File: config.mk
export PLATFORM = sky130hd
export DESIGN_NAME = seg7_reader
export DESIGN_NICKNAME = d
export VERILOG_FILES = /design/src/rtl/seg7_pkg.sv /design/src/rtl/seg7_lookup.sv /design/src/rtl/seg7_reader.sv
export SDC_FILE = /design/constraint.sdc
export NUM_CORES = 1
export LEC_CHECK = 0
export ABC_AREA = 1
export BUFFER_PORTS_ARGS = -buffer_cell sky130_fd_sc_hd__clkbuf_2
export CORE_ASPECT_RATIO = 0.75
export CORE_MARGIN = 3
export CORE_UTILIZATION = 50
export DETAILED_ROUTE_END_ITERATION = 7
export HOLD_SLACK_MARGIN = 0.05
export PLACE_DENSITY = 0.67
export SYNTH_ARGS = -nofsm -noshare
export SYNTH_HDL_FRONTEND = slang
export SYNTH_SLANG_ARGS = --single-unit
File: constraint.sdc
create_clock -name CLOCK_50 -period 1.6 [get_ports CLOCK_50]
set_input_delay 0.16 -clock CLOCK_50 [delete_from_list [all_inputs] [get_ports CLOCK_50]]
set_output_delay 0.16 -clock CLOCK_50 [all_outputs]
set_load 0.1 [all_outputs]
File: src/rtl/seg7_pkg.sv
// Shared 7-segment definitions: active-low pattern table (bit0=a .. bit6=g),
// reader FSM states and a digit-to-pattern helper used by the display driver.
package seg7_pkg;

    // Active-low patterns, g..a ordering (0 = segment lit)
    localparam logic [6:0] SEG_0     = 7'b1000000;
    localparam logic [6:0] SEG_1     = 7'b1111001;
    localparam logic [6:0] SEG_2     = 7'b0100100;
    localparam logic [6:0] SEG_3     = 7'b0110000;
    localparam logic [6:0] SEG_4     = 7'b0011001;
    localparam logic [6:0] SEG_5     = 7'b0010010;
    localparam logic [6:0] SEG_6     = 7'b0000010;
    localparam logic [6:0] SEG_7     = 7'b1111000;
    localparam logic [6:0] SEG_8     = 7'b0000000;
    localparam logic [6:0] SEG_9     = 7'b0010000;
    localparam logic [6:0] SEG_A     = 7'b0001000;
    localparam logic [6:0] SEG_B     = 7'b0000011;
    localparam logic [6:0] SEG_C     = 7'b1000110;
    localparam logic [6:0] SEG_D     = 7'b0100001;
    localparam logic [6:0] SEG_E     = 7'b0000110;
    localparam logic [6:0] SEG_F     = 7'b0001110;
    localparam logic [6:0] SEG_BLANK = 7'b1111111;

    // Width of the stability counter; holds STABLE_CYCLES up to 255
    localparam int CNT_W = 8;

    typedef enum logic [1:0] {
        TRACK = 2'd0,
        PEND  = 2'd1,
        DONE  = 2'd2
    } seg7_state_t;

    // Forward table: hex digit to active-low pattern (driver side)
    function automatic logic [6:0] seg7_encode(input logic [3:0] d);
        logic [6:0] p;
        case (d)
            4'h0:    p = SEG_0;
            4'h1:    p = SEG_1;
            4'h2:    p = SEG_2;
            4'h3:    p = SEG_3;
            4'h4:    p = SEG_4;
            4'h5:    p = SEG_5;
            4'h6:    p = SEG_6;
            4'h7:    p = SEG_7;
            4'h8:    p = SEG_8;
            4'h9:    p = SEG_9;
            4'hA:    p = SEG_A;
            4'hB:    p = SEG_B;
            4'hC:    p = SEG_C;
            4'hD:    p = SEG_D;
            4'hE:    p = SEG_E;
            default: p = SEG_F;
        endcase
        return p;
    endfunction

endpackage

File: src/rtl/seg7_lookup.sv
// Combinational inverse table: active-low pattern to hex digit, with
// separate flags for the all-off pattern and for unknown patterns.
module seg7_lookup
    import seg7_pkg::*;
(
    input  logic [6:0] seg_i,
    output logic [3:0] digit_o,
    output logic       blank_o,
    output logic       invalid_o
);

    // Exact-match decode; anything outside the table is flagged invalid
    always_comb begin
        digit_o   = 4'h0;
        blank_o   = 1'b0;
        invalid_o = 1'b0;
        case (seg_i)
            SEG_0:     digit_o = 4'h0;
            SEG_1:     digit_o = 4'h1;
            SEG_2:     digit_o = 4'h2;
            SEG_3:     digit_o = 4'h3;
            SEG_4:     digit_o = 4'h4;
            SEG_5:     digit_o = 4'h5;
            SEG_6:     digit_o = 4'h6;
            SEG_7:     digit_o = 4'h7;
            SEG_8:     digit_o = 4'h8;
            SEG_9:     digit_o = 4'h9;
            SEG_A:     digit_o = 4'hA;
            SEG_B:     digit_o = 4'hB;
            SEG_C:     digit_o = 4'hC;
            SEG_D:     digit_o = 4'hD;
            SEG_E:     digit_o = 4'hE;
            SEG_F:     digit_o = 4'hF;
            SEG_BLANK: blank_o = 1'b1;
            default:   invalid_o = 1'b1;
        endcase
    end

endmodule

File: src/rtl/seg7_reader.sv
// Samples an active-low 7-segment bus, waits for STABLE_CYCLES identical
// samples, decodes it once and offers the result on a valid/ready port.
// A result is reported once per stable pattern; changes while a result is
// waiting set a sticky overrun flag but never replace the pending result.
module seg7_reader
    import seg7_pkg::*;
#(
    parameter int STABLE_CYCLES = 4
) (
    input  logic       CLOCK_50,
    input  logic       reset,
    input  logic [6:0] seg,
    input  logic       out_ready,
    output logic       out_valid,
    output logic [3:0] digit,
    output logic       blank,
    output logic       invalid,
    output logic       overrun
);

    localparam logic [CNT_W-1:0] STABLE_MAX = CNT_W'(STABLE_CYCLES);
    localparam logic [CNT_W-1:0] STABLE_M1  = CNT_W'(STABLE_CYCLES - 1);

    seg7_state_t      state_q;
    logic [6:0]       seg_q;
    logic [6:0]       pat_l_q;
    logic [CNT_W-1:0] cnt_q;
    logic [CNT_W-1:0] cnt_d;
    logic             out_valid_q;
    logic [3:0]       digit_q;
    logic             blank_q;
    logic             invalid_q;
    logic             overrun_q;

    logic             seg_same;
    logic             count_done;
    logic [3:0]       dec_digit;
    logic             dec_blank;
    logic             dec_invalid;

    // Saturating increment: the counter parks at STABLE_CYCLES
    function automatic logic [CNT_W-1:0] sat_inc(input logic [CNT_W-1:0] c);
        if (c >= STABLE_MAX) begin
            return STABLE_MAX;
        end
        return c + CNT_W'(1);
    endfunction

    // Decoder only ever sees the registered sample
    seg7_lookup u_lookup (
        .seg_i     (seg_q),
        .digit_o   (dec_digit),
        .blank_o   (dec_blank),
        .invalid_o (dec_invalid)
    );

    // Change detection against the incoming sample: seg_q keeps its value
    // across this edge only when seg equals it. The count completes on the
    // edge that delivers the STABLE_CYCLES-th identical sample, so a change
    // arriving on that same edge cancels the report.
    always_comb begin
        seg_same   = (seg == seg_q);
        cnt_d      = seg_same ? sat_inc(cnt_q) : '0;
        count_done = seg_same && (cnt_q >= STABLE_M1);
    end

    // Sampling register, stability counter, FSM and registered handshake
    always_ff @(posedge CLOCK_50) begin
        if (reset) begin
            state_q     <= TRACK;
            seg_q       <= SEG_BLANK;
            pat_l_q     <= SEG_BLANK;
            cnt_q       <= '0;
            out_valid_q <= 1'b0;
            digit_q     <= 4'h0;
            blank_q     <= 1'b0;
            invalid_q   <= 1'b0;
            overrun_q   <= 1'b0;
        end else begin
            seg_q <= seg;
            case (state_q)
                TRACK: begin
                    cnt_q <= cnt_d;
                    if (count_done) begin
                        pat_l_q     <= seg_q;
                        digit_q     <= dec_digit;
                        blank_q     <= dec_blank;
                        invalid_q   <= dec_invalid;
                        out_valid_q <= 1'b1;
                        state_q     <= PEND;
                    end
                end
                PEND: begin
                    cnt_q <= cnt_d;
                    if (!seg_same) begin
                        overrun_q <= 1'b1;
                    end
                    if (out_ready) begin
                        out_valid_q <= 1'b0;
                        // Pattern still the reported one: suppress a repeat.
                        if (seg_q == pat_l_q && seg_same) begin
                            state_q <= DONE;
                        end else begin
                            state_q <= TRACK;
                            cnt_q   <= '0;
                        end
                    end
                end
                DONE: begin
                    // seg_q equals pat_l here; any incoming change re-arms
                    cnt_q <= '0;
                    if (!seg_same) begin
                        state_q <= TRACK;
                    end
                end
                default: begin
                    state_q     <= TRACK;
                    cnt_q       <= '0;
                    out_valid_q <= 1'b0;
                end
            endcase
        end
    end

    assign out_valid = out_valid_q;
    assign digit     = digit_q;
    assign blank     = blank_q;
    assign invalid   = invalid_q;
    assign overrun   = overrun_q;

endmodule

-- Word-level counts from Yosys, hierarchy flattened
Index checks and enable logic that the tools add are counted.
- word-level logic and storage cells: 64
- register bits after elaboration: 32
- muxes and demuxes: 18
- reduce and logical (&&, ||, !) cells: 9
- bitwise logic cells: 2
- equal/unequal tests: 23
- magnitude comparators: 2
- add/subtract/negate cells: 1
- operators with widths (cell ; number):
    $pmux W4 S15 ; 1
    $mux W8 ; 5
    $eq A7 B7 Y1 const B ; 5
    $eq A7 B5 Y1 const B ; 3
    $eq A7 B6 Y1 const B ; 3
    $reduce_or A17 Y1 ; 1
    $pmux W8 S2 ; 1
    $eq A7 B2 Y1 const B ; 2
    $eq A7 B4 Y1 const B ; 2
    $eq A7 B7 Y1 ; 2
    $add A8 B1 Y8 const B ; 1
    $ge A8 B2 Y1 const B ; 1
    $ge A8 B3 Y1 const B ; 1
    $mux W2 ; 4
    $eq A7 B3 Y1 const B ; 1
    $logic_not A7 Y1 ; 1
    $ne A2 B2 Y1 const B ; 3
    $pmux W2 S3 ; 1
    $reduce_and A3 Y1 ; 2
    $mux W1 ; 5
    $reduce_and A2 Y1 ; 2
    $pmux W1 S3 ; 1
    $eq A2 B1 Y1 const B ; 1
    $eq A2 B2 Y1 const B ; 1
    other kinds (3) ; 5

-- Depth between registers and ports, before layout
- word-level depth: 7
- gate-level depth with buffers: 12
- gate-level depth less buffers: 11

-- By module
A second synthesis with hierarchy kept.
- cells, all modules: 280
- area total of the unflattened synthesis: 1804.2 sq um
- modules (own cells, without submodules) (module ; cells each ; sequential area each (sq um) ; times used ; area each (sq um)):
    seg7_reader ; 203 ; 640.6 ; 1 ; 1450.1
    seg7_lookup ; 77 ; 0.0 ; 1 ; 354.1

-- Least setup slack after synthesis
OpenSTA, ideal clock, no wires.
- path type: register to register
- from: reg seg_q[0]
- to: reg pat_l_q[4]
- path buffers: 2
- path slack: 208 ps
- clock period less this slack: 1392 ps
- arrival: 1271 ps
- stages on the path, launching flop included: 11
- cells stage by stage: dfxtp_1 buf_6 xnor2_2 nand2_1 nor2_2 nand3_2 nor2_4 inv_2 buf_6 nand2_1 nand3_1
- cells in the longest elaborated chain, start to end: 3
- RTL lines (what ; RTL line ; RTL):
    from (decl) ; seg7_reader.sv:25 ; logic [6:0] seg_q;
    from (signal assigned) ; seg7_reader.sv:80 ; seg_q <= seg;
    $eq A7 B7 Y1 ; seg7_reader.sv:62 ; seg_same = (seg == seg_q);
    $logic_and A1 B1 Y1 ; seg7_reader.sv:64 ; count_done = seg_same && (cnt_q >= STABLE_M1);
    $reduce_and A2 Y1 (no line) ; - ;
    to (signal assigned) ; seg7_reader.sv:85 ; pat_l_q <= seg_q;
    to (decl) ; seg7_reader.sv:26 ; logic [6:0] pat_l_q;
Every way passes these cells.
A chain may end at the register's enable or synchronous reset.

-- Worst setup path in the final report
- from: reg seg_q[5]
- to: reg digit_q[0], in the netlist digit[0]
- cells in the longest elaborated chain, start to end: 3
- elaborated cells between the ends (all ways): 19
- classes of those cells: eq/ne (15); mux (1); reduce/logical (3)
- RTL lines (what ; RTL line ; RTL):
    parallel branches: the longest is 3 deep, another holds $pmux W4 S15 ; - ;
    to (signal assigned) ; seg7_reader.sv:86 ; digit_q <= dec_digit;
    to (decl) ; seg7_reader.sv:30 ; logic [3:0] digit_q;
Several ways; the timed one is not identified.

==> results.ini <==
[status]
outcome = finished, final reports clean

[placed_design]
dp_hpwl_mm = 2.61
dpl_cell_area_um2 = 1800
port_buffers = 17
gp_congestion = 1.03

[route]
drt_first_pass_iters = 4
vias = 1489
wl_per_cell_um = 12.3
vias_per_cell = 4.83
routed_wl_mm = 3.80
drc_errors = 0
drt_iter0_markers = 136
drtAntennaViolNets = 0

[global_route]
grt_pass1_wl_mm = 6.13
grt_pass1_vias = 1337
track_usage = 0.193
antenna_found_initial = 0
grt_start_max_net_pins = 15
overflow = 0

[synthesis]
synth_top_area_cell = dfxtp_1
ys_types = 31
yosys_warnings = 0
postSynthCellCount = 237
yosysTopAreaCellShare = 0.379
synth_area_leaders = dfxtp_1, nand2_1, nor2_1
ys_seq_elements = 32
ys_seq_area_frac = 0.379
syn_area_um2 = 1690
syn-mean-instance-area_um2 = 7.13

[cells_and_area]
multi_input_area_um2 = 890
nets = 281
layout_commonest_cell = nand2_1
stdcell_area_um2 = 2040
layout_common_cells = nand2_1, nor2_1, dfxtp_1
seqCellArea_um2 = 657
layout-drive-gt1-share = 0.274
area_delta_synth_final_pct = 20.5
n_antenna_cell = 0
nFillCells = 259
final_util = 0.660

[power]
cellPowerDensity_nw_per_um2 = 882
irDropWorstVdd_uv = 634
p_leak_nw = 1.04

[clock_network]
cts_tree = yes
cts-buffers-inserted = 5
cts_num_sinks = 32
clockBufferDepth = 2
path_clk_slew_ns = 0.07
root_buffer = clkbuf_8
htree_levels = 2
clk_latency_ns = 0.28

[setup_path]
path_class = reg2reg
critPathRequiredTime_ns = 1.82
critPathArrivalTime_ns = 1.76
rrSetupSlack_ns = 0.06
cpPeakStageDelay_ns = 0.36
crit_fanout = 7
path_cells = inv_4 > nand2_1 > nand2_1 > nand2_1 > nor2_2 > nand3_2 > nor2_4 > clkbuf_16 > nand2_2 > a21oi_2
cpMaxStageDelayCell = dfxtp_4
cp_common_cell = nand2_1
critPathLaunchType = flip-flop
cp-end-kind = flip-flop

[flow_run]
maxCapViolations = 0

[timing]
rsz0062_at_grt = true
fin_hold_ws_ns = 0.0918
maxSlewHeadroom = 0.627
clock.fmax_mhz = 649
final.period_utilization = 0.963
skew_ns = 0.00224
period_minus_slack_ns = 1.54
hold_viol_final = 0
slew_violations = 0
finalSetupViolCount = 0
tightest_slew_ns = 0.562

[hold_path]
hp-class = in2reg

[floorplan]
dieWidth_um = 73.1
initial_utilization = 0.548
dieArea_um2 = 4120
dieHeight_um = 56.4
fp-row-count = 17
fp.coreArea_um2 = 3080
boundaryPins = 18

## cells in the mapped netlist
library cell	count
a31oi_1	1
nor2_1	32
ha_1	2
buf_2	1
dfxtp_1	32
buf_4	1
o21ai_0	4
inv_1	22
a21oi_2	3
nor2_2	2
xor2_1	5
xnor2_1	5
nor2_4	1
xnor2_2	2
nand2_2	1
buf_6	8
nand3_2	1
nand3b_1	1
and2_2	1
clkinv_2	1
nand4_1	4
clkbuf_1	1
nand3_1	21
or2_2	6
a21oi_1	3
conb_1	1
inv_2	1
inv_4	1
nor3_2	1
nand2_1	67
nor3_1	5
## flip-flops by register name, summed over array words and instances (netlist names)
signal     count
blank          1
cnt_q          8
digit          4
invalid        1
out_valid      1
overrun        1
pat_l_q        7
seg_q          7
state_q        2
## critical path, delay by kind of cell, from the launching register on
family                 cells  cell delay [ns]
AO/OA/AOI/OAI              1             0.12
buffers and inverters      2             0.24
flip-flops                 1             0.36
AND/OR/NAND/NOR            7             0.76
## area by class of cell
class | instances | share of cell area
Clock buffer | 5 | 0.0338
Timing Repair Buffer | 32 | 0.112
Sequential cell | 32 | 0.322
Tap cell | 38 | 0.0233
Inverter | 25 | 0.0510
Multi-Input combinational cell | 173 | 0.437
Clock inverter | 3 | 0.0209
## layer usage
layer | global-route usage | vias up | wire [um]
li1 | - | 786 | -
met4 | 0.0632 | 0 | 28
met1 | 0.275 | 653 | 1930
met2 | 0.274 | 46 | 1540
met3 | 0.0572 | 4 | 291
met5 | 0 | - | 0
## cell families after synthesis
group           Yosys count  share of synthesized area
compound gates           11                     0.0400
xor+xnor                 12                     0.0711
other cells               1                    0.00222
buf+inv                  36                      0.121
flops                    32                      0.379
fa+ha+maj                 2                     0.0148
simple gates            143                      0.372
## report_power, final
part / switching, mW / internal [mW]
clock network: 0.315 / 0.461
registers: 0.0174 / 0.814
logic: 0.111 / 0.0784
## path summary, 6_finish.rpt
path | cells past startpoint | from | to
setup reg to reg | 10 | seg_q[5]$_SDFF_PP1_ | digit[0]$_SDFFE_PP0P_
setup / recovery | 10 | seg_q[5]$_SDFF_PP1_ | digit[0]$_SDFFE_PP0P_
hold / removal | 3 | seg[1] | seg_q[1]$_SDFF_PP1_
hold reg to reg | 1 | cnt_q[0]$_SDFF_PP0_ | cnt_q[0]$_SDFF_PP0_
## stage by stage
stage	setup WS (ns)	setup TNS (ns)	instances	power (mW)
floorplan	0.208	0	241	0.980
global route	-0.0426	-0.112	308	1.87
finish	0.0598	0	308	1.80
CTS	0.0111	0	301	1.79
global placement	0.0938	0	293	1.02
detailed placement	0.107	0	293	1.01
## timing repair
item,in CTS,in global routing
hold buffers,0,0
setup endpoints to repair,0,19
setup buffers,0,6
gates resized for setup,0,22
Note: power is estimated with default switching activity, not from simulation.
